`src/rtl/note_key_mapper_pkg.sv`:
```
// -----------------------------------------------------------------------------
// note_key_mapper_pkg
// Shared configuration for the key-to-note front end: key count, code widths,
// octave bounds, default debounce time, the code types built from them and two
// small helpers (lowest-index key select, saturating octave step).
// No ports; imported by the interface, the debouncer and the top.
// -----------------------------------------------------------------------------
package note_key_mapper_pkg;

    localparam int NUM_KEYS         = 7;        // note keys and length keys
    localparam int NOTE_W           = 4;        // note code width
    localparam int LEN_W            = 3;        // length code width
    localparam int OCT_W            = 2;        // octave width
    localparam int OCT_MAX          = 3;        // octave upper bound (lower is 0)
    localparam int OCT_RESET        = 1;        // octave after reset
    localparam int DEBOUNCE_CYC_DEF = 2000000;  // 20 ms at 100 MHz
    localparam int KEY_IDX_W        = $clog2(NUM_KEYS);

    typedef logic [NUM_KEYS-1:0]  key_vec_t;
    typedef logic [KEY_IDX_W-1:0] key_idx_t;
    typedef logic [NOTE_W-1:0]    note_t;
    typedef logic [LEN_W-1:0]     len_t;
    typedef logic [OCT_W-1:0]     oct_t;

    // Index of the lowest set bit; zero when nothing is set (callers gate
    // the result with a reduction-OR of the same vector).
    function automatic key_idx_t lowest_set(input key_vec_t v);
        key_idx_t idx;
        idx = '0;
        for (int i = NUM_KEYS - 1; i >= 0; i--) begin
            if (v[i]) begin
                idx = key_idx_t'(i);
            end else begin
                idx = idx;
            end
        end
        return idx;
    endfunction

    // One octave step: up/down saturate at the bounds, both together cancel.
    function automatic oct_t oct_step(input oct_t cur, input logic up, input logic down);
        oct_t nxt;
        nxt = cur;
        if (up && !down) begin
            if (cur < oct_t'(OCT_MAX)) begin
                nxt = cur + oct_t'(1);
            end else begin
                nxt = cur;
            end
        end else if (down && !up) begin
            if (cur > oct_t'(0)) begin
                nxt = cur - oct_t'(1);
            end else begin
                nxt = cur;
            end
        end else begin
            nxt = cur;
        end
        return nxt;
    endfunction

endpackage

```
`src/rtl/note_key_mapper_if.sv`:
```
// -----------------------------------------------------------------------------
// note_key_mapper_if
// Note-event handshake toward the tone generator / display.
//   evt_valid  : event pending (mapper -> consumer)
//   evt_ready  : consumer accepts when evt_valid & evt_ready
//   evt_note   : mapped note code
//   evt_length : length code current at press time
//   evt_octave : octave at press time
// master = mapper side, slave = consumer side.
// -----------------------------------------------------------------------------
interface note_key_mapper_if
    import note_key_mapper_pkg::*;
    ();

    logic  evt_valid;
    logic  evt_ready;
    note_t evt_note;
    len_t  evt_length;
    oct_t  evt_octave;

    modport master (
        output evt_valid,
        output evt_note,
        output evt_length,
        output evt_octave,
        input  evt_ready
    );

    modport slave (
        input  evt_valid,
        input  evt_note,
        input  evt_length,
        input  evt_octave,
        output evt_ready
    );

endinterface

```
`src/rtl/note_key_mapper_debouncer.sv`:
```
// -----------------------------------------------------------------------------
// note_key_mapper_debouncer
// W independent raw inputs, each through a 2-flop synchroniser and a
// stability counter. The debounced level only follows the synchronised value
// after it has differed from the level for DEBOUNCE_CYC consecutive cycles.
// Ports:
//   clk, rst_n : clock, asynchronous active-low reset (all state to 0)
//   raw_i      : raw switch/button bits
//   rise_o     : one-cycle pulse per rising edge of the debounced level
// -----------------------------------------------------------------------------
module note_key_mapper_debouncer #(
    parameter int W            = 1,
    parameter int DEBOUNCE_CYC = 4
) (
    input  logic         clk,
    input  logic         rst_n,
    input  logic [W-1:0] raw_i,
    output logic [W-1:0] rise_o
);

    localparam int CNT_W = $clog2(DEBOUNCE_CYC + 1);
    localparam logic [CNT_W-1:0] CNT_LAST = CNT_W'(DEBOUNCE_CYC - 1);

    logic [W-1:0]     sync1_q;
    logic [W-1:0]     sync2_q;
    logic [W-1:0]     lvl_q;
    logic [W-1:0]     lvl_d;
    logic [W-1:0]     lvl_prev_q;
    logic [CNT_W-1:0] cnt_q [W];
    logic [CNT_W-1:0] cnt_d [W];

    // Synchroniser, debounced level, previous level and stability counters.
    always_ff @(posedge clk or negedge rst_n) begin
        if (!rst_n) begin
            sync1_q    <= '0;
            sync2_q    <= '0;
            lvl_q      <= '0;
            lvl_prev_q <= '0;
            for (int i = 0; i < W; i++) begin
                cnt_q[i] <= '0;
            end
        end else begin
            sync1_q    <= raw_i;
            sync2_q    <= sync1_q;
            lvl_q      <= lvl_d;
            lvl_prev_q <= lvl_q;
            for (int i = 0; i < W; i++) begin
                cnt_q[i] <= cnt_d[i];
            end
        end
    end

    // Count cycles the synced value disagrees with the level; any agreement
    // restarts the count, so a glitch shorter than DEBOUNCE_CYC never lands.
    always_comb begin
        lvl_d = lvl_q;
        for (int i = 0; i < W; i++) begin
            cnt_d[i] = cnt_q[i];
            if (sync2_q[i] != lvl_q[i]) begin
                if (cnt_q[i] == CNT_LAST) begin
                    lvl_d[i] = sync2_q[i];
                    cnt_d[i] = '0;
                end else begin
                    cnt_d[i] = cnt_q[i] + CNT_W'(1);
                end
            end else begin
                cnt_d[i] = '0;
            end
        end
    end

    assign rise_o = lvl_q & ~lvl_prev_q;

endmodule

```
`src/rtl/note_key_mapper.sv`:
```
// -----------------------------------------------------------------------------
// note_key_mapper
// Key-to-note front end for the buzzer player. Debounces note, length and
// octave keys. Play mode maps a note-key press through a rewritable table and
// emits one {note, length, octave} event; write mode reprograms the tables.
// Ports:
//   clk, rst_n    : clock, asynchronous active-low reset
//   rw_i          : 1 = write (remap) mode, 0 = play; synchronised only
//   oct_up_i      : raw octave +1 button
//   oct_down_i    : raw octave -1 button
//   note_key_i    : raw note switches
//   length_key_i  : raw length switches
//   new_note_i    : note-table write data
//   new_length_i  : length-table write data
//   evt_if        : note-event handshake (master side)
//   octave_o      : live octave for the display
//   wr_done_o     : one-cycle pulse per table write
// -----------------------------------------------------------------------------
module note_key_mapper
    import note_key_mapper_pkg::*;
#(
    parameter int DEBOUNCE_CYC = DEBOUNCE_CYC_DEF
) (
    input  logic              clk,
    input  logic              rst_n,
    input  logic              rw_i,
    input  logic              oct_up_i,
    input  logic              oct_down_i,
    input  key_vec_t          note_key_i,
    input  key_vec_t          length_key_i,
    input  note_t             new_note_i,
    input  len_t              new_length_i,
    note_key_mapper_if.master evt_if,
    output oct_t              octave_o,
    output logic              wr_done_o
);

    key_vec_t   note_rise_s;
    key_vec_t   len_rise_s;
    logic [1:0] oct_rise_s;     // [1] = up, [0] = down
    logic       note_hit_s;
    logic       len_hit_s;
    key_idx_t   note_idx_s;
    key_idx_t   len_idx_s;
    logic       free_s;

    logic  rw_meta_q;
    logic  rw_q;
    note_t note_tab_q [NUM_KEYS];
    note_t note_tab_d [NUM_KEYS];
    len_t  len_tab_q  [NUM_KEYS];
    len_t  len_tab_d  [NUM_KEYS];
    len_t  cur_len_q,   cur_len_d;
    oct_t  octave_q,    octave_d;
    logic  evt_valid_q, evt_valid_d;
    note_t evt_note_q,  evt_note_d;
    len_t  evt_len_q,   evt_len_d;
    oct_t  evt_oct_q,   evt_oct_d;
    logic  wr_done_q,   wr_done_d;

    note_key_mapper_debouncer #(.W(NUM_KEYS), .DEBOUNCE_CYC(DEBOUNCE_CYC)) u_db_note (
        .clk    (clk),
        .rst_n  (rst_n),
        .raw_i  (note_key_i),
        .rise_o (note_rise_s)
    );

    note_key_mapper_debouncer #(.W(NUM_KEYS), .DEBOUNCE_CYC(DEBOUNCE_CYC)) u_db_len (
        .clk    (clk),
        .rst_n  (rst_n),
        .raw_i  (length_key_i),
        .rise_o (len_rise_s)
    );

    note_key_mapper_debouncer #(.W(2), .DEBOUNCE_CYC(DEBOUNCE_CYC)) u_db_oct (
        .clk    (clk),
        .rst_n  (rst_n),
        .raw_i  ({oct_up_i, oct_down_i}),
        .rise_o (oct_rise_s)
    );

    // Several simultaneous edges: the lowest index is taken, the rest dropped.
    assign note_hit_s = |note_rise_s;
    assign len_hit_s  = |len_rise_s;
    assign note_idx_s = lowest_set(note_rise_s);
    assign len_idx_s  = lowest_set(len_rise_s);

    // Event slot can take a new note when empty or being drained this cycle.
    assign free_s = !evt_valid_q || evt_if.evt_ready;

    // Mode synchroniser, tables, length/octave state and event register.
    always_ff @(posedge clk or negedge rst_n) begin
        if (!rst_n) begin
            rw_meta_q   <= 1'b0;
            rw_q        <= 1'b0;
            for (int i = 0; i < NUM_KEYS; i++) begin
                note_tab_q[i] <= note_t'(i);
                len_tab_q[i]  <= len_t'(i);
            end
            cur_len_q   <= '0;
            octave_q    <= oct_t'(OCT_RESET);
            evt_valid_q <= 1'b0;
            evt_note_q  <= '0;
            evt_len_q   <= '0;
            evt_oct_q   <= '0;
            wr_done_q   <= 1'b0;
        end else begin
            rw_meta_q   <= rw_i;
            rw_q        <= rw_meta_q;
            for (int i = 0; i < NUM_KEYS; i++) begin
                note_tab_q[i] <= note_tab_d[i];
                len_tab_q[i]  <= len_tab_d[i];
            end
            cur_len_q   <= cur_len_d;
            octave_q    <= octave_d;
            evt_valid_q <= evt_valid_d;
            evt_note_q  <= evt_note_d;
            evt_len_q   <= evt_len_d;
            evt_oct_q   <= evt_oct_d;
            wr_done_q   <= wr_done_d;
        end
    end

    // Next state: table writes in write mode, length select and note events in
    // play mode. The event takes cur_len_q/octave_q as they stand this cycle,
    // so a length or octave edge in the same cycle only affects later events.
    always_comb begin
        for (int i = 0; i < NUM_KEYS; i++) begin
            note_tab_d[i] = note_tab_q[i];
            len_tab_d[i]  = len_tab_q[i];
        end
        cur_len_d   = cur_len_q;
        evt_valid_d = evt_valid_q;
        evt_note_d  = evt_note_q;
        evt_len_d   = evt_len_q;
        evt_oct_d   = evt_oct_q;
        wr_done_d   = 1'b0;
        octave_d    = oct_step(octave_q, oct_rise_s[1], oct_rise_s[0]);

        if (evt_valid_q && evt_if.evt_ready) begin
            evt_valid_d = 1'b0;
        end else begin
            evt_valid_d = evt_valid_q;
        end

        if (rw_q) begin
            if (note_hit_s) begin
                note_tab_d[note_idx_s] = new_note_i;
            end else begin
                note_tab_d[note_idx_s] = note_tab_q[note_idx_s];
            end
            if (len_hit_s) begin
                len_tab_d[len_idx_s] = new_length_i;
            end else begin
                len_tab_d[len_idx_s] = len_tab_q[len_idx_s];
            end
            wr_done_d = note_hit_s || len_hit_s;
        end else begin
            if (len_hit_s) begin
                cur_len_d = len_tab_q[len_idx_s];
            end else begin
                cur_len_d = cur_len_q;
            end
            if (note_hit_s && free_s) begin
                evt_valid_d = 1'b1;
                evt_note_d  = note_tab_q[note_idx_s];
                evt_len_d   = cur_len_q;
                evt_oct_d   = octave_q;
            end else begin
                evt_note_d  = evt_note_q;
            end
        end
    end

    assign evt_if.evt_valid  = evt_valid_q;
    assign evt_if.evt_note   = evt_note_q;
    assign evt_if.evt_length = evt_len_q;
    assign evt_if.evt_octave = evt_oct_q;
    assign octave_o          = octave_q;
    assign wr_done_o         = wr_done_q;

endmodule

```
`src/flat_wrapper.sv`:
```
// flat-port wrapper written by rule: the top's interface ports become plain ports
module note_key_mapper_flat import note_key_mapper_pkg::*;
#(
    parameter int DEBOUNCE_CYC = DEBOUNCE_CYC_DEF
)
  (clk, rst_n, rw_i, oct_up_i, oct_down_i, note_key_i, length_key_i, new_note_i, new_length_i, octave_o, wr_done_o, evt_if_evt_valid, evt_if_evt_note, evt_if_evt_length, evt_if_evt_octave, evt_if_evt_ready);
  note_key_mapper_if evt_if_i ();
  input  logic clk;
  input  logic rst_n;
  input  logic rw_i;
  input  logic oct_up_i;
  input  logic oct_down_i;
  input  key_vec_t note_key_i;
  input  key_vec_t length_key_i;
  input  note_t new_note_i;
  input  len_t new_length_i;
  output oct_t octave_o;
  output logic wr_done_o;
  output wire logic [$bits(evt_if_i.evt_valid)-1:0] evt_if_evt_valid;
  output wire logic [$bits(evt_if_i.evt_note)-1:0] evt_if_evt_note;
  output wire logic [$bits(evt_if_i.evt_length)-1:0] evt_if_evt_length;
  output wire logic [$bits(evt_if_i.evt_octave)-1:0] evt_if_evt_octave;
  input wire logic [$bits(evt_if_i.evt_ready)-1:0] evt_if_evt_ready;
  assign evt_if_evt_valid = evt_if_i.evt_valid;
  assign evt_if_evt_note = evt_if_i.evt_note;
  assign evt_if_evt_length = evt_if_i.evt_length;
  assign evt_if_evt_octave = evt_if_i.evt_octave;
  assign evt_if_i.evt_ready = evt_if_evt_ready;
  note_key_mapper #(.DEBOUNCE_CYC(DEBOUNCE_CYC)) u_core (.clk(clk), .rst_n(rst_n), .rw_i(rw_i), .oct_up_i(oct_up_i), .oct_down_i(oct_down_i), .note_key_i(note_key_i), .length_key_i(length_key_i), .new_note_i(new_note_i), .new_length_i(new_length_i), .evt_if(evt_if_i), .octave_o(octave_o), .wr_done_o(wr_done_o));
endmodule
```
`config.mk`:
```
export PLATFORM = sky130hd
export DESIGN_NAME = note_key_mapper_flat
export DESIGN_NICKNAME = d
export VERILOG_FILES = /design/src/rtl/note_key_mapper_pkg.sv /design/src/rtl/note_key_mapper_if.sv /design/src/rtl/note_key_mapper_debouncer.sv /design/src/rtl/note_key_mapper.sv /design/src/flat_wrapper.sv
export SDC_FILE = /design/constraint.sdc
export NUM_CORES = 1
export LEC_CHECK = 0
export CAP_MARGIN = 20
export CORE_MARGIN = 3
export CORE_UTILIZATION = 35
export CTS_BUF_LIST = sky130_fd_sc_hd__clkbuf_2
export CTS_CLUSTER_DIAMETER = 200
export DETAILED_ROUTE_END_ITERATION = 8
export SYNTH_ARGS = -nofsm -noshare
export SYNTH_HDL_FRONTEND = slang
export SYNTH_SLANG_ARGS = --single-unit
```
`constraint.sdc`:
```
create_clock -name clk -period 2.19 [get_ports clk]
set_clock_uncertainty 0.1 [all_clocks]
set_input_delay 0.219 -clock clk [delete_from_list [all_inputs] [get_ports clk]]
set_output_delay 0.219 -clock clk [all_outputs]
set_load 0.03 [all_outputs]
```
# Word level (Yosys, flattened, before mapping)
# Cells that the tools add are included.
dict set report classes {
  addsub 18
  n_lt_le_gt_ge 6
  eq_ne 33
  n_mux 70
  bitwise_logic 9
  n_reduce_logical 34
}
# op count
set ops {}
lappend ops {{$mux W21} 33}
lappend ops {{$add A21 B1 Y21 const B} 16}
lappend ops {{$eq A21 B21 Y1 const B} 16}
lappend ops {{$bwmux W28} 2}
lappend ops {{$mux W3} 17}
lappend ops {{$bwmux W21} 2}
lappend ops {{$reduce_and A2 Y1} 18}
lappend ops {{$mux W28} 1}
lappend ops {{$ne A1 B1 Y1} 16}
lappend ops {{$and A7 B7 Y7} 2}
lappend ops {{$not A7 Y7} 2}
lappend ops {{$reduce_or A7 Y1} 2}
lappend ops {{$bmux W4 S3} 1}
lappend ops {{$demux W4 S3} 1}
lappend ops {{$mux W4} 3}
lappend ops {{$bmux W3 S3} 1}
lappend ops {{$demux W3 S3} 1}
lappend ops {{$ge A4 B4 Y1 const B} 2}
lappend ops {{$lt A4 B1 Y1 const B} 2}
lappend ops {{$mux W2} 4}
lappend ops {{$not A3 Y4} 2}
lappend ops {{$logic_and A1 B1 Y1} 6}
lappend ops {{$mux W1} 4}
lappend ops {{$reduce_bool A2 Y1} 2}
lappend ops {{11 further kinds} 14}
dict set report totals {
  reg_bits 467
  inputBits 27
  output_inout_bits 13
}

# Longest topological paths before layout
# Gate-level depths: netlist of the first run.
dict set report logic_depth {
  word_depth 16
  ltp_mapped 8
}

# By module
# From an unflattened synthesis of the first run, not the netlist that was laid out.
dict set report hier_totals {
  cells_unflattened 2227
  hier_area_um2 22217.6
}
# mod instances cells_per_inst area_per_inst_um2
set modules_own_cells {}
lappend modules_own_cells {{note_key_mapper_debouncer at u_core.u_db_len ...} 2 835 8334.2}
lappend modules_own_cells {note_key_mapper 1 307 3099.2}
lappend modules_own_cells {{note_key_mapper_debouncer at u_core.u_db_oct} 1 250 2449.8}

# Worst setup path after synthesis of the first run
# OpenSTA, ideal clock, no wires.
dict set report synth_timing {
  kind {register to register}
  startpoint {reg u_core.u_db_note.lvl_q[3]}
  endpoint {reg u_core.evt_note_q[0] (netlist: u_core.evt_if.evt_note[0])}
  setup_time_ns 0.092
  t_arrival_ns 1.799
  t_required_ns 1.998
  path_slack_ns 0.199
  stages_incl_launch_ff 7
  period_less_slack_ns 1.991
  cell_sequence {dfrtp_1 > and2b_2 > o211ai_2 > or4_1 > o31ai_1 > or4_4 > o31ai_2}
}
dict set report synth_between {
  elab_chain_len 9
}
# item line_no
set synth_rtl {}
lappend synth_rtl {{start, declared} note_key_mapper_debouncer.sv:26} ;# logic [W-1:0] lvl_q;
lappend synth_rtl {{start signal, assigned} note_key_mapper_debouncer.sv:45} ;# lvl_q <= lvl_d;
lappend synth_rtl {{$and A7 B7 Y7 *} note_key_mapper_debouncer.sv:72} ;# assign rise_o = lvl_q & ~lvl_prev_q;
lappend synth_rtl {{$mux W3 (4 in a row)} note_key_mapper_pkg.sv:31} ;# if (v[i]) begin
lappend synth_rtl {{$not A3 Y4 (not written as such)} note_key_mapper.sv:166} ;# evt_note_d = note_tab_q[note_idx_s];
lappend synth_rtl {{$bmux W4 S3} note_key_mapper.sv:166}
lappend synth_rtl {{$mux W4 (not written as such) (2 in a row)} note_key_mapper.sv:166}
lappend synth_rtl {{end signal, assigned} note_key_mapper.sv:117} ;# evt_note_q <= evt_note_d;
lappend synth_rtl {{end, declared} note_key_mapper.sv:56} ;# note_t evt_note_q, evt_note_d;
# Every way passes the cells marked *; elsewhere a longest branch is shown, timed or not. The select of a mux whose other input is x is not followed.
# A chain may end at the register's enable or synchronous reset.

# Final worst setup path of the first run
dict set report layout_timing {
  startpoint {reg u_core.octave_q[0] (netlist: u_core.octave_o[0])}
  endpoint {out octave_o[0]}
}
# item line_no
set layout_lines {}
lappend layout_lines {{start, declared} note_key_mapper.sv:54} ;# oct_t octave_q, octave_d;
lappend layout_lines {{start signal, assigned} note_key_mapper.sv:101} ;# octave_q <= oct_t'(OCT_RESET);
lappend layout_lines {{start signal, assigned} note_key_mapper.sv:115} ;# octave_q <= octave_d;
lappend layout_lines {{end, declared} flat_wrapper.sv:17} ;# output oct_t octave_o;
# No word-level cell between the ends.

==> results of run 1 <==
cells in the final DEF, fill, tap and decap left out, drive strengths merged, types with 6 or more instances in the layout:
master / instances
dfrtp: 448
nor2: 416
xor2: 209
nand2: 187
clkbuf: 174
nand3: 138
xnor2: 98
buf: 72
nand4: 62
and3: 53
o21ai: 51
dlygate4sd3: 46
clkinv: 46
and4: 39
a21oi: 28
inv: 28
nor4: 28
mux2: 27
clkdlybuf4s50: 25
dfstp: 19
or2: 19
or3: 17
nor3: 17
nor2b: 17
nor4b: 16
ha: 16
nand3b: 11
nand2b: 11
o31ai: 9
and2b: 6
routing by layer:
metal  wire length (um)  global-route usage [%]
met5                  0                       0
met4                854                    5.17
met3               1680                    3.08
met2              19300                    21.4
met1              20000                    17.9
cells by family after synthesis:
group	share of synthesized area, %
fa+ha+maj	0.945
flops	55.3
compound gates	3.80
xor+xnor	12.7
mux	1.67
buf+inv	1.31
simple gates	24.3
flip-flops by register name, summed over array words and instances (netlist names), 3 cells and up:
name	flops
u_core.note_tab_q	28
u_core.u_db_oct.cnt_q	42
u_core.u_db_note.lvl_prev_q	7
u_core.u_db_len.cnt_q	147
u_core.u_db_note.sync1_q	7
u_core.u_db_note.cnt_q	147
u_core.len_tab_q	21
u_core.u_db_len.lvl_q	7
u_core.evt_if.evt_note	4
u_core.cur_len_q	3
u_core.u_db_len.sync2_q	7
u_core.u_db_note.lvl_q	7
u_core.evt_if.evt_length	3
u_core.u_db_len.sync1_q	7
u_core.u_db_len.lvl_prev_q	7
u_core.u_db_note.sync2_q	7
final cells by class:
type | count | area, um^2 | area share, %
Clock buffer | 174 | 871 | 3.55
Tap cell | 773 | 967 | 3.95
Inverter | 26 | 97.6 | 0.398
Antenna cell | 1 | 2.50 | 0.0102
Sequential cell | 467 | 11700 | 47.8
Timing Repair Buffer | 143 | 1390 | 5.66
Multi-Input combinational cell | 1537 | 9250 | 37.7
Clock inverter | 49 | 225 | 0.919
worst max-delay path by stage:
stage,from,depth (start not counted),to
2_1_floorplan,u_core.u_db_note.lvl_q[3],6,u_core.evt_if.evt_note[0]
3_3_place_gp,u_core.u_db_note.lvl_prev_q[1],6,u_core.evt_if.evt_note[0]
3_5_place_dp,u_core.u_db_note.lvl_q[2],6,u_core.note_tab_q[24]
4_1_cts,u_core.octave_o[0],1,octave_o[0]
5_1_grt,u_core.octave_o[0],1,octave_o[0]
6_report,u_core.octave_o[0],1,octave_o[0]
per-stage QoR:
stage	utilization, %	hold WS [ps]	TNS (ps)	power (mW)
global route	41.2	118	-117	16.4
finish	41.2	205	0	15.4
detailed placement	38.4	55.1	0	9.69
global placement	38.4	55.4	0	9.67
CTS	41.1	49.4	-180	15.9
floorplan	-	-177	0	9.32
what timing repair did:
action                                  CTS  global route
gates resized for setup                  83            18
endpoints found under the setup margin   13            67
gates cloned                              0             0
hold endpoints to repair                543             0
pin swaps                                 0             4
hold buffers                             47             0
setup buffers                             5             2
power breakdown:
part | internal, mW | switching, mW | total, mW
Clock | 2.28 | 3.57 | 5.84
Combinational | 0.291 | 0.413 | 0.704
Sequential | 8.75 | 0.123 | 8.88
Total | 11.3 | 4.10 | 15.4
==> metrics.txt, run 1 <==
CP max-delay cell=dfstp_2; Post-Syn Instances=2075; Core Area=59500 um^2; RSZ-0062 raised after global routing=yes; Reg-to-Reg Start=u_core.u_db_note.lvl_q[1]; clock buffer depth=3; Initial Util=35.6%; most frequent cell after synthesis=dfrtp_1; Place WS=78.1 ps; yosys warns=0; routed length per instance=13.2 um; fillcell total=5821; maximum number of pins on one net before global-route repair=90; count of nets after finishing=2338; via count=15300; post-synth top area cell=dfrtp_1; Residual DRC=0; clock sink count=467; IO Pins=40; status=finished clean; clock latency on the worst-skew pair=about 1100 ps; Post-synth top cells=448 x dfrtp_1, 414 x nor2_1, 209 x xor2_1; CTS root buf=clkbuf_2; Die Ht=252 um; Buf/Inv on CP=1; number of CTS-inserted buffers=120; minimum clock period=2100 ps; Top delay family on crit path=flip-flops; Crit. End Element=output pin; CTS HTree Levels=3; average cell area after synthesis=10.2 um^2; fmax=0.476 GHz; critical-path cell list=buf_6; Finished Cell Area=24500 um^2; DRT antenna net count=0; reg2reg end=u_core.evt_if.evt_note[0]; grt total ovfl=0; first-pass GRT wire length=slightly above 70000 um; Max Cap Viol=0; gr usage total=13.4%; kind of critical path=register to output pin; Final Cycle Share=96.0%; Port Buffers=39; Final HPWL DP=27900 um; final wirelength=41800 um; FP Rows=between 80 and 90; non-filler cells, final=3170; worst slew pin tran=539 ps; R2R Setup Slk=90 ps; crit path max fanout=2; EDFF count, synth=0; final slew viol count=0; LEAKAGE=10.9 nW; initial drt markers=865; Max stage delay on crit path=560 ps; PD cells=629 nW/um^2; share of post-route cells with drive strength above 1=about 14%; setup ws final=87.4 ps; WP data required=1870 ps; die area=63500 um^2; HP Class=register to register; dpl cells=between 2000 and 3000; arrival time of the worst setup path=1780 ps; vias per cell=roughly 4.8; Post-DP Area=22800 um^2; initial antenna violation count=2; CTS tree=done; setup violators final=0; asr flop ratio synth=100%; ys flop type=dfrtp_1; Rel. slew slack=a little under two thirds; drt pass-1 iters=5; ranking of synthesized cells by area=dfrtp_1 53%, xor2_1 8.6%, nor2_1 7.3%, xnor2_1 4.1%, nand2_1 3.3%; chip width=252 um; FF-to-FF path depth=7; register bit total from synthesis=about 470; area grow syn2layout=15.7%; min-delay src=u_core.u_db_len.sync1_q[3]; vias in the first global route=about 15000; post-synth top area share=~53%; CTS clk-pin slew, worst paths=approximately 100 ps; Synth cell types=a little under 70; maximum resistive drop on vdd=242 uV; Final Hold Vio Count=0; Synthesized Nets=2118; Hold Path Depth=0; sequential fraction of the synthesis area=roughly 55%; startpoint types=register; RePlAce Congestion=0.835; Post-Syn Area=21200 um^2; worst-case hold path end point=u_core.u_db_len.sync2_q[3]
(Power assumes the default switching activity.)
==> run 2, diff against run 1 <==
Settings changed: CORE_UTILIZATION 35 to 42.
==> run 2 against run 1 <==
Maximum frequency is 0.13% higher. Sequential share of layout area increased by 0.28 points. Via count shrank 0.31%.
==> metrics.txt, run 2 (synthesized netlist as in run 1, its figures left out) <==
Final HPWL DP=28000 um; clock sink count=467; Reg-to-Reg Start=u_core.u_db_note.lvl_prev_q[5]; CTS tree=done; drt pass-1 iters=5; startpoint types=register; Hold Slack=141 ps; fillcell total=~4600; min-delay src=length_key_i[2]; grt total ovfl=0; setup violators final=0; final wirelength=41800 um; CP Launch Point=u_core.u_db_note.lvl_prev_q[5]; status=finished clean; Rel. slew slack=61.3%; count of nets after finishing=2341; DRT antenna net count=0; gr usage total=16.3%; area grow syn2layout=15.0%; worst-case hold path end point=u_core.u_db_len.sync1_q[2]; FP Rows=81; LEAKAGE=10.9 nW; Crit. End Element=register; IO Pins=40; maximum resistive drop on vdd=310 uV; WP data required=3080 ps; Port Buffers=39; chip width=231 um; die area=around 53000 um^2; Max Cap Viol=0; initial drt markers=830; Largest regs=u_core.u_db_len.cnt_q: 147 flops, u_core.u_db_note.cnt_q: 147 flops, u_core.u_db_oct.cnt_q: 42 flops; Hold Path Depth=2; Finished Core Util=49.4%; power consumption=15.5 mW; vias in the first global route=15700; final slew viol count=0; via count=15300; kind of critical path=register to register; commonest non-fill, non-tap cells in the layout=448 x dfrtp_1, 414 x nor2_1, 209 x xor2_1; arrival time of the worst setup path=2990 ps; R2R Setup Slk=90 ps; CTS clk-pin slew, worst paths=120 ps; clock buffer depth=3; crit path max fanout=5; number of CTS-inserted buffers=120; RSZ-0062 raised after global routing=yes; Residual DRC=0; share of post-route cells with drive strength above 1=approximately 14%; worst slew pin tran=579 ps; Core Area=slightly below 50000 um^2; initial antenna violation count=3; maximum number of pins on one net before global-route repair=71; minimum clock period=approximately 2100 ps; HP Class=input port to register; CTS HTree Levels=3; Die Ht=231 um; first-pass GRT wire length=73800 um; fmax=0.476 GHz; routed length per instance=13.7 um; vias per cell=4.99; Final Cycle Share=95.9%; Final Hold Vio Count=0; PD cells=636 nW/um^2; Initial Util=42.9%; RePlAce Congestion=0.821; commonest non-fill, non-tap cell in the layout=dfrtp_1; FF-to-FF path depth=6; CTS root buf=clkbuf_2; clock latency on the worst-skew pair=about 1100 ps; reg2reg end=u_core.evt_if.evt_note[1]
==> run 2: where the power goes <==
group          switching, mW  total, mW  internal [mW]
clock network           3.52       5.91           2.39
registers              0.122       8.88           8.75
logic                  0.422      0.724          0.302
total                   4.07       15.5           11.4
==> run 2: layout make-up <==
cell class / instances / area, um^2 / area share, %
Sequential cell: 467 / 11700 / 48.1
Multi-Input combinational cell: 1537 / 9230 / 37.9
Timing Repair Buffer: 146 / 1400 / 5.72
Clock buffer: 176 / 881 / 3.61
Tap cell: 664 / 831 / 3.41
Clock inverter: 41 / 215 / 0.883
Inverter: 26 / 97.6 / 0.400
Antenna cell: 5 / 12.5 / 0.0513
==> run 2: worst max path at each step <==
| stage | cells after the start | to | slack (ps) |
|---|---|---|---|
| floorplan | 6 | u_core.evt_if.evt_note[0] | 200 |
| global placement | 6 | u_core.cur_len_q[2] | 130 |
| detailed placement | 6 | u_core.note_tab_q[24] | 80 |
| CTS | 1 | octave_o[0] | -50 |
| global route | 1 | octave_o[0] | -110 |
| finish | 6 | u_core.evt_if.evt_note[1] | 90 |
==> run 2: metal layers <==
layer  routed length (um)  share of wire, %  GRT usage [%]
met4                  775               1.9           5.07
met2                19600                47           26.4
met1                19800                47           21.8
met5                    0                 0              0
met3                 1720               4.1           3.83
==> run 2: timing repair <==
item,CTS,global route
setup endpoints to repair,13,27
buffers inserted,1,5
gates resized for setup,65,10
hold endpoints to repair,543,0
hold buffers,44,0
pin swaps,0,6
==> run 2: worst max-delay path, cell delays in order (launching register included) <==
cell,delay (ps)
dfrtp_1,370
and2b_4,290
nor2_2,70
a31o_2,260
nor3b_1,150
or4_4,540
o31ai_2,220
==> run 2: metrics by stage <==
| step | area [um^2] | instances | setup WS (ps) | TNS (ps) |
|---|---|---|---|---|
| global route | 24400 | 3062 | -105 | -125 |
| floorplan | 21200 | 2075 | 199 | 0 |
| global placement | 22800 | 2790 | 134 | 0 |
| finish | 24400 | 3062 | 90.1 | 0 |
| detailed placement | 22800 | 2790 | 80.3 | 0 |
| CTS | 24300 | 3052 | -48.8 | -48.8 |
==> run 3, diff against run 2 <==
Settings changed: CORE_UTILIZATION 42 to 65, PLACE_DENSITY from default to 0.83, TNS_END_PERCENT from default to 10.
==> run 3 against run 2 <==
Global-route usage grew 8.4 points. Clock power grew 5.8%. Critical path depth is the same. Flip-flop and latch count is the same. Total power grew 2.0%. Clock-buffer cell count shrank 26. Largest cell class unchanged.
==> metrics.txt, run 3 (synthesized netlist as in run 1, its figures left out) <==
status=finished clean; setup violators final=0; arrival time of the worst setup path=between 2000 and 3000 ps; via count=15500; CTS tree=done; Final Hold Vio Count=0; commonest non-fill, non-tap cell in the layout=dfrtp_1; startpoint types=register; Final HPWL DP=27500 um; first-pass GRT wire length=73300 um; initial antenna violation count=2; Rel. slew slack=65.2%; DRT antenna net count=0; RSZ-0062 raised after global routing=yes; Post-DP Area=22300 um^2; Residual DRC=0; Max Cap Viol=0; Crit. End Element=register; drt pass-1 iters=5; FP Rows=65; Hold Slack=132 ps; CTS clk-pin slew, worst paths=120 ps; Core Area=31800 um^2; power consumption=15.8 mW; clock buffer depth=3; Setup TNS=0 ps; CTS HTree Levels=3; IO Pins=40; routed length per instance=14.9 um; worst slew pin tran=521 ps; gr usage total=24.7%; grt total ovfl=0; Final Cycle Share=97.2%; LEAKAGE=10.8 nW; Port Buffers=39; commonest non-fill, non-tap cells in the layout=448 x dfrtp_1, 414 x nor2_1, 209 x xor2_1; final slew viol count=0; share of post-route cells with drive strength above 1=13.7%; kind of critical path=register to register; Finished Cell Area=23900 um^2; Die Ht=187 um; WP data required=2980 ps; Initial Util=66.6%; clock latency on the worst-skew pair=1010 ps; HP Class=input port to register; fmax=0.470 GHz; Largest regs=u_core.u_db_len.cnt_q: 147 flops, u_core.u_db_note.cnt_q: 147 flops, u_core.u_db_oct.cnt_q: 42 flops; CTS root buf=clkbuf_2; initial drt markers=approximately 950; vias in the first global route=about 16000; die area=34800 um^2; chip width=between 150 and 200 um; vias per cell=5.54; RePlAce Congestion=0.851; number of CTS-inserted buffers=113; clock sink count=467; area grow syn2layout=12.9%; count of nets after finishing=2304; crit path max fanout=8; maximum resistive drop on vdd=around 460 uV; final wirelength=41600 um; minimum clock period=2130 ps; PD cells=661 nW/um^2; maximum number of pins on one net before global-route repair=74
[run 3: cell types whose count changed in the layout (fill, tap and decap cells not counted), sizes merged]
cell | previous run | this run
buf | 77 | 46
diode | 5 | 3
inv | 26 | 27
clkbuf | 177 | 156
clkinv | 39 | 45
clkinvlp | 0 | 4
dlygate4sd3 | 43 | 33
clkdlybuf4s15 | 0 | 6
bufinv | 2 | 7
[run 3: cell type report]
class,instances,area (um^2)
Clock inverter,57,432
Antenna cell,3,7.51
Multi-Input combinational cell,1537,9240
Inverter,26,97.6
Fill cell,2129,7880
Clock buffer,150,751
Tap cell,435,544
Sequential cell,467,11700
Timing Repair Buffer,116,1140
[run 3: where the power goes]
part / internal (mW) / switching (mW)
logic: 0.272 / 0.416
clock network: 2.75 / 3.50
registers: 8.75 / 0.126
total: 11.8 / 4.04
[run 3: what timing repair did]
action                                  CTS  global route
buffers inserted                          0             1
hold buffers                             33             1
hold endpoints to repair                534             1
endpoints found under the setup margin   13           107
resized for setup                        34            25
pin swaps                                 0             2
[run 3: metrics by stage]
stage / utilization (%) / std cells / setup slack [ps]
after floorplan: - / 2075 / 199
after global placement: 70.3 / 2546 / 170
after detailed placement: 70.3 / 2546 / 86.2
after CTS: 75.1 / 2786 / -10.9
after global routing: 75.2 / 2791 / -63.7
final: 75.2 / 2791 / 61.2
[run 3: critical path, stage by stage (launching register included)]
cell and delay, ps:
dfrtp_1 420, nand2b_1 200, a21o_1 220, nor2_4 200, o31ai_1 110, or4_4 550
o31ai_2 230
[run 3: routing by layer]
metal | global-route usage [%] | vias up | part of all wire (%)
li1 | - | 7498 | -
met3 | 5.15 | 66 | 3.7
met5 | 0 | - | 0
met2 | 41.1 | 305 | 49
met1 | 32.9 | 7591 | 45
met4 | 8.17 | 0 | 1.9
[run 3: path summary, 6_finish.rpt]
kind                                                start                           to  slack, ps  depth (start not counted)
setup / recovery           u_core.u_db_note.lvl_prev_q[1]    u_core.evt_if.evt_note[1]         60                          6
hold / removal                            length_key_i[4]   u_core.u_db_len.sync1_q[4]        130                          2
setup reg to reg           u_core.u_db_note.lvl_prev_q[1]    u_core.evt_if.evt_note[1]         60                          6
hold reg to reg               u_core.u_db_note.sync1_q[4]  u_core.u_db_note.sync2_q[4]        250                          0
max in group asynchronous                           rst_n    u_core.u_db_len.cnt_q[21]       1010                          5
min in group asynchronous                           rst_n   u_core.u_db_note.cnt_q[40]        290                          4
